[src/rtl/ext_int_ctrl_pkg.sv]
// ext_int_ctrl_pkg: register indices, FSM states and bridge base address
// shared by the external interrupt controller and its bench.
package ext_int_ctrl_pkg;
   localparam logic [1:0] EIC_ACK  = 2'd0;
   localparam logic [1:0] EIC_MASK = 2'd1;
   localparam logic [1:0] EIC_PEND = 2'd2;
   localparam logic [1:0] EIC_CFG  = 2'd3;
   localparam logic [31:0] EIC_BASE = 32'h0000_7F20;
   typedef enum logic [1:0] {IDLE, ASSERT, COOLDOWN} eic_state_e;
endpackage

[src/rtl/eic_src_sync.sv]
// eic_src_sync: samples raw request lines and produces per-source set pulses.
// EXT_INT_SYNC_EN selects a two-flop synchronizer instead of a single sampling flop.
module eic_src_sync #(
   parameter int NSRC = 4
) (
   input  logic            clk,
   input  logic            reset,
   input  logic [NSRC-1:0] src,
   input  logic [NSRC-1:0] cfg,
   output logic [NSRC-1:0] set
);
   logic [NSRC-1:0] s_q, prev_q;
`ifdef EXT_INT_SYNC_EN
   logic [NSRC-1:0] meta_q;
   always_ff @(posedge clk) begin
      if (!reset) begin
         meta_q <= '0;
         s_q    <= '0;
      end else begin
         meta_q <= src;
         s_q    <= meta_q;
      end
   end
`else
   always_ff @(posedge clk) begin
      if (!reset) s_q <= '0;
      else        s_q <= src;
   end
`endif
   always_ff @(posedge clk) begin
      if (!reset) prev_q <= '0;
      else        prev_q <= s_q;
   end
   // edge-configured bits fire only on a rising edge, the rest follow the level
   assign set = (cfg & s_q & ~prev_q) | (~cfg & s_q);
endmodule

[src/rtl/ext_int_ctrl.sv]
// ext_int_ctrl: latches masked device requests into one held CPU interrupt,
// released by an ACK write and followed by a GAP-cycle cooldown (see EXT_INT_SYNC_EN in eic_src_sync).
module ext_int_ctrl
   import ext_int_ctrl_pkg::*;
#(
   parameter int NSRC = 4,
   parameter int GAP  = 2
) (
   input  logic            clk,
   input  logic            reset,
   input  logic [NSRC-1:0] src,
   input  logic [29:0]     Addr,
   input  logic            WE,
   input  logic [31:0]     Din,
   output logic [31:0]     Dout,
   output logic            interrupt
);
   logic [NSRC-1:0] mask_q, cfg_q, pend_q, svc_q, pend_d, set, clr, req;
   eic_state_e      state_q;
   logic            int_q, ack_fire, unused_bits;
   logic [3:0]      cnt_q;
   logic [1:0]      sel;

   eic_src_sync #(.NSRC(NSRC)) u_sync (
      .clk(clk), .reset(reset), .src(src), .cfg(cfg_q), .set(set)
   );

   // Addr is a word address, so its two low bits are byte-address bits [3:2]
   assign sel         = Addr[1:0];
   assign unused_bits = ^{Addr[29:2], Din};
   assign ack_fire    = WE && sel == EIC_ACK && state_q == ASSERT;
   assign clr         = (WE && sel == EIC_PEND ? Din[NSRC-1:0] : '0) | (ack_fire ? svc_q : '0);
   assign pend_d      = (pend_q & ~clr) | set;
   assign req         = pend_q & mask_q;
   assign interrupt   = int_q;

   always_comb begin
      Dout = sel == EIC_ACK  ? {31'b0, int_q} :
             sel == EIC_MASK ? 32'(mask_q) :
             sel == EIC_PEND ? 32'(pend_q) : 32'(cfg_q);
   end

   always_ff @(posedge clk) begin
      if (!reset) begin
         mask_q  <= '1;
         cfg_q   <= '0;
         pend_q  <= '0;
         svc_q   <= '0;
         state_q <= IDLE;
         int_q   <= 1'b0;
         cnt_q   <= '0;
      end else begin
         pend_q <= pend_d;
         if (WE && sel == EIC_MASK) mask_q <= Din[NSRC-1:0];
         if (WE && sel == EIC_CFG)  cfg_q  <= Din[NSRC-1:0];
         case (state_q)
            IDLE: if (|req) begin
               state_q <= ASSERT;
               int_q   <= 1'b1;
               svc_q   <= req;
            end
            ASSERT: if (ack_fire) begin
               state_q <= COOLDOWN;
               int_q   <= 1'b0;
               svc_q   <= '0;
               cnt_q   <= 4'(GAP - 1);
            end
            default: if (cnt_q == 4'd0) state_q <= IDLE;
                     else               cnt_q   <= cnt_q - 4'd1;
         endcase
      end
   end
endmodule

[config.mk]
export PLATFORM = sky130hd
export DESIGN_NAME = ext_int_ctrl
export DESIGN_NICKNAME = d
export VERILOG_FILES = /design/src/rtl/ext_int_ctrl_pkg.sv /design/src/rtl/eic_src_sync.sv /design/src/rtl/ext_int_ctrl.sv
export SDC_FILE = /design/constraint.sdc
export NUM_CORES = 1
export LEC_CHECK = 0
export BUFFER_PORTS_ARGS = -buffer_cell sky130_fd_sc_hd__buf_2
export CAP_MARGIN = 20
export CELL_PAD_IN_SITES_DETAIL_PLACEMENT = 0
export CELL_PAD_IN_SITES_GLOBAL_PLACEMENT = 2
export CORE_MARGIN = 2
export CORE_UTILIZATION = 23
export CTS_BUF_LIST = sky130_fd_sc_hd__clkbuf_8
export CTS_CLUSTER_DIAMETER = 50
export DETAILED_ROUTE_END_ITERATION = 16
export PLACE_DENSITY_LB_ADDON = 0.1
export SETUP_SLACK_MARGIN = 0.3
export SYNTH_ARGS = -nofsm -noshare
export SYNTH_HDL_FRONTEND = slang
export SYNTH_SLANG_ARGS = --single-unit
[constraint.sdc]
create_clock -name clk -period 1.58 [get_ports clk]
set_input_delay 0.316 -clock clk [delete_from_list [all_inputs] [get_ports clk]]
set_output_delay 0.316 -clock clk [all_outputs]
set_load 0.01 [all_outputs]
==> impl_metrics.toml, run 1 <==
[routing]
drtIter0Drc = 46
vias = 1152
wl_um = 3780
drc_errors = 0
drtPass1Iterations = 4
drt-vias-per-instance = 4.11
routedWlPerCell_um = 13.5
drtAntennaViolNets = 0

[global_routing]
grtUsageMet3 = 0.0428
grtUsageMet2 = 0.154
grt-ovfl-total = 0
grt_max_degree = 14
grt_pass1_wl_um = 5690
busiest_layer = "met2"
grt_pass1_vias = 1088
grt_usage = 0.106
met1_usage = 0.140
antenna_found_initial = 0

[outcome]
status = "finished clean"

[cts]
clk_pin_slew_ns = 0.07
cts_hold_buf = 0
cts-root-buf = "clkbuf_8"
numCtsBuffers = 5
clockBufferDepth = 2
clk-insertion-delay-late_ns = 0.29
cts_tree = "built"
htree_levels = 2
cts_sinks = 31

[place]
globalplace.congestion = 0.705
place_hpwl_um = 2660
io_buffers = 17
dpl.cell_count = 259
place_area_um2 = 1620

[layout]
regArea_um2 = 637
final_nets = 273
diodes = 0
multi_input_area_um2 = 848
drive_above_1_share = 0.374
nFillCells = 693
finalNonFillerCells = 280
syn_to_final_growth_pct = 27.0
stdcell_area_um2 = 1930

[synthesis]
synth_edf_count = 0
synthesis.area_um2 = 1520
yosysSeqAreaShare = 0.408
synthCells = 164
yosys_warnings = 0
ys_ff_latch = 31
ys_types = 38
avgSynthCellArea_um2 = 9.28
synth_ff_type = "dfxtp_1"
async_flop_share = 0

[power_and_ir_drop]
switching_share = 0.287
internal-power_uw = 1290
leakagePower_uw = 0.000912
power.density_nw_per_um2 = 938
p_clk_frac = 0.342
p_seq_frac = 0.470
switching_power_uw = 521
peakVddDrop_mv = 0.317
power.total_uw = 1810
p_comb_frac = 0.188

[timing]
setup_viol = 0
max_freq_mhz = 650
finalClockSkew_ns = 0.00869
whs_ns = 0.224
tns_ns = 0
grt_setup_unrepaired = "true"
slew_violations = 0
finalHoldViolCount = 0
post-route-period-util = 0.973
min_period_ns = 1.54

[floorplanning]
die_y_um = 85.4
placeableCoreArea_um2 = 6390
rows = 29
ios = 102
start_util = 0.238
die_w_um = 85.4
die_area_um2 = 7290

[setup_path]
critPathLaunchType = "primary input"
cp_data_required_time_ns = 1.26
worst_ep_arrival_time_ns = 1.22
crit_path_end_kind = "output port"
critPathKind = "in -> out"
crit_fanout = 9

[worst_hold_path]
min_path_type = "in -> reg"

[run]
maxCapViolations = 0
==> routing by layer <==
metal / part of all wire / up-vias
met2: 0.46 / 27
met3: 0.044 / 6
met4: 0.015 / 0
met1: 0.48 / 538
met5: 0 / -
li1: - / 581
==> flip-flops by register name, indices dropped and copies added, names as in the netlist <==
signal,cells
u_sync.s_q,4
svc_q,4
mask_q,4
interrupt,1
cfg_q,4
pend_q,4
cnt_q,4
state_q,2
u_sync.prev_q,4
==> per-stage QoR <==
| stage | utilization | worst slack [ns] |
|---|---|---|
| after global placement | 0.253 | 0.0501 |
| after global routing | 0.303 | -0.00192 |
| after CTS | 0.281 | 0.0260 |
| after floorplan | - | 0.294 |
| after detailed placement | 0.253 | 0.0507 |
| final | 0.303 | 0.0421 |
==> worst max-delay path, stage by stage <==
cell,delay (ns)
buf_2,0.20
mux2_2,0.35
a22o_1,0.21
buf_2,0.14
==> what timing repair did <==
item / in CTS / in global routing
buffers inserted: 6 / 7
pin swaps: 6 / 10
setup endpoints to repair: 17 / 17
resized for setup: 21 / 20
==> power by group through the flow <==
stage	combinational [uW]	clock [uW]	sequential, uW
CTS	273	645	854
finish	341	620	854
floorplan	210	0	863
global placement	239	0	869
global route	375	687	859
detailed placement	239	0	870
==> cells by family (layout without fill, tap and decap cells) <==
kind of cell    count (synthesis)  after routing  share of synthesized area
simple gates                   56             56                      0.194
buf+inv                        37             49                      0.169
flops                          31             31                      0.408
compound gates                 24             24                      0.115
mux                            12             12                     0.0896
fa+ha+maj                       2              2                     0.0164
other cells                     1             28                    0.00246
xor+xnor                        1              1                    0.00575
==> final timing paths <==
| path | start | endpoint | slack (ns) | depth (start not counted) |
|---|---|---|---|---|
| hold / removal | src[2] | u_sync.s_q[2]$_SDFF_PN0_ | 0.22 | 2 |
| setup reg to reg | mask_q[1]$_SDFFE_PN1P_ | interrupt$_SDFFE_PN0P_ | 0.09 | 4 |
| hold reg to reg | u_sync.s_q[1]$_SDFF_PN0_ | u_sync.prev_q[1]$_SDFF_PN0_ | 0.46 | 1 |
| setup / recovery | Addr[1] | Dout[2] | 0.04 | 4 |
==> layout by cell type, fill, tap and decap left out, drive strengths merged, types with 3 or more instances in the layout <==
master / n
nor2: 10
a21o: 4
conb: 28
and2: 10
inv: 5
a22o: 3
buf: 37
mux2: 3
clkbuf: 5
a221oi: 4
nand4: 3
nand2: 21
dfxtp: 31
mux2i: 8
o21ai: 5
==> cells in the mapped netlist (all sizes together) (2+ instances only) <==
cell / number / area, um2
a221oi: 4 / 35.0
nand4: 3 / 18.8
nand2b: 2 / 12.5
a22o: 3 / 26.3
dfxtp: 31 / 621
a21o: 4 / 30.0
nor2: 10 / 37.5
buf: 32 / 239
nand2: 21 / 78.8
nand3: 2 / 10.0
a21oi: 2 / 10.0
mux2: 3 / 33.8
nor2b: 2 / 20.0
ha: 2 / 25.0
mux2i: 8 / 80.1
and2: 10 / 62.6
o21ai: 5 / 25.0
inv: 4 / 15.0
==> cell type report <==
class | instances | area share
Clock buffer | 5 | 0.0356
Inverter | 4 | 0.00776
Timing Repair Buffer | 37 | 0.131
Sequential cell | 31 | 0.329
Tap cell | 77 | 0.0498
Multi-Input combinational cell | 123 | 0.439
Clock inverter | 3 | 0.00841
Power figures use the tool's default switching activity.
==> run 2: changes to the inputs <==
CTS_CLUSTER_DIAMETER = not set   (was 50)
clock period = 1.49 ns   (was 1.58 ns; I/O delays follow)
==> run 2 against run 1 <==
  * Routed wire length fell by 1.4%
  * Final area rose by 3.0%
  * Sequential cell count did not move
  * Sequential power rose by 5.7%
  * Power rose by 16%
  * Critical path depth did not move
  * Die area did not move
  * Critical endpoint unchanged
  * Largest power group unchanged
  * Final cell count rose by 1.8%
  * Critical path type is now reg -> out
  * Via count rose by 4.0%
  * The flow now finishes with violations (setup timing)
  * Sequential share of layout area fell by 1.1 points
  * Largest cell class unchanged
==> impl_metrics.toml, run 2 (synthesized netlist as in run 1, its figures left out) <==
[setup_path]
critPathLaunchType = "flop"
crit_path_end_kind = "output port"
critPathKind = "reg -> out"
ff2ff_setup_slack_ns = -0.06
worst_ep_arrival_time_ns = 1.32
crit_fanout = 2
regToRegEndpoint = "interrupt$_SDFFE_PN0P_"
rr_worst_depth = 6
cp_data_required_time_ns = 1.19
regToRegStartpoint = "mask_q[2]$_SDFFE_PN1P_"

[global_routing]
grt_pass1_wl_um = 5990
grt_usage = 0.108
grt_max_degree = 14
grt_pass1_vias = 1183
antenna_found_initial = 0
grt-ovfl-total = 0

[cts]
clk_pin_slew_ns = 0.07
htree_levels = 2
cts_sinks = 31
clockBufferDepth = 2
cts-root-buf = "clkbuf_8"
cts_tree = "built"
numCtsBuffers = 5
clk-insertion-delay-late_ns = 0.29

[power_and_ir_drop]
p_comb_frac = 0.158
leakagePower_uw = 0.000951
power.density_nw_per_um2 = 1060
p_clk_frac = 0.412
p_seq_frac = 0.430
switching_power_uw = 530
peakVddDrop_mv = 0.326
internal-power_uw = 1570
switching_share = 0.252

[timing]
tns_ns = -0.245
grt_setup_unrepaired = "true"
max_freq_mhz = 617
slew_violations = 0
worst_slack_ns = -0.131
min_period_ns = 1.62
setup_viol = 5
finalHoldViolCount = 0
finalClockSkew_ns = 0.00716
post-route-period-util = 1.09

[outcome]
violations = "setup timing"
status = "finished with violations"

[floorplanning]
die_area_um2 = 7290
die_w_um = 85.4
die_y_um = 85.4
placeableCoreArea_um2 = 6390
rows = 29
start_util = 0.238
ios = 102

[routing]
vias = 1198
wl_um = 3730
drc_errors = 0
drtIter0Drc = 36
drt-vias-per-instance = 4.20
drtAntennaViolNets = 0
routedWlPerCell_um = 13.1
drtPass1Iterations = 4

[worst_hold_path]
min_path_type = "in -> reg"
worstHoldStart = "src[1]"
hold_path_end = "u_sync.s_q[1]$_SDFF_PN0_"
hold_path_depth = 2

[layout]
multi_input_area_um2 = 842
syn_to_final_growth_pct = 30.8
finalNonFillerCells = 285
regArea_um2 = 634
final_nets = 278
nFillCells = 690
drive_above_1_share = 0.389
mostFrequentLayoutCell = "conb_1"
diodes = 0
layout_common_cells = "28 x conb_1, 23 x buf_4, 21 x nand2_1"

[place]
globalplace.congestion = 0.678
place_hpwl_um = 2640
dpl.cell_count = 265
io_buffers = 17

[run]
maxCapViolations = 0
run 2: how the worst max path moves through the flow:
stage	start	endpoint	slack, ns	depth (start not counted)
after floorplan	Addr[1]	Dout[2]	0.27	3
after global placement	Addr[1]	pend_q[1]$_SDFF_PN0_	-0.003	5
after detailed placement	Addr[1]	Dout[1]	0.01	4
after CTS	mask_q[2]$_SDFFE_PN1P_	Dout[2]	-0.16	4
after global routing	mask_q[2]$_SDFFE_PN1P_	Dout[2]	-0.18	4
final	mask_q[2]$_SDFFE_PN1P_	Dout[2]	-0.13	4
run 2: worst max-delay path: stages (launching register included):
cell	delay, ns
dfxtp_2	0.33
buf_6	0.11
mux2_4	0.26
a22o_1	0.21
buf_2	0.14
run 2: repair_timing:
| action | in CTS | in global routing |
|---|---|---|
| gates resized for setup | 22 | 12 |
| setup endpoints to repair | 16 | 19 |
| pin swaps | 12 | 4 |
| hold buffers | 0 | 0 |
| buffers inserted | 10 | 2 |
run 2: power groups by stage:
| stage | clock (uW) | combinational, uW | sequential [uW] |
|---|---|---|---|
| 5_1_grt | 946 | 369 | 909 |
| 4_1_cts | 907 | 318 | 901 |
| 3_3_place_gp | 0 | 270 | 921 |
| 2_1_floorplan | 0 | 230 | 916 |
| 3_5_place_dp | 0 | 270 | 921 |
| 6_report | 866 | 333 | 903 |
run 2: per-layer routing:
| metal | GRT usage | part of all wire | vias up |
|---|---|---|---|
| li1 | - | - | 591 |
| met1 | 0.140 | 0.46 | 567 |
| met2 | 0.170 | 0.48 | 32 |
| met3 | 0.0311 | 0.039 | 8 |
| met4 | 0.0433 | 0.019 | 0 |
| met5 | 0 | 0 | - |
run 2: metrics by stage:
stage	util	hold slack (ns)	power (uW)	instance area [um2]	setup WS, ns
floorplan	-	0.423	1150	1650	0.265
global placement	0.263	0.441	1190	1680	-0.00339
finish	0.312	0.215	2100	1990	-0.131
detailed placement	0.263	0.440	1190	1680	0.0102
CTS	0.303	0.205	2130	1930	-0.164
global route	0.312	0.207	2220	1990	-0.183
run 2: area by class of cell:
cell class | instances | share of cell area
Timing Repair Buffer | 42 | 0.144
Multi-Input combinational cell | 123 | 0.423
Clock buffer | 6 | 0.0415
Inverter | 4 | 0.00754
Tap cell | 77 | 0.0484
Clock inverter | 2 | 0.0176
Sequential cell | 31 | 0.318
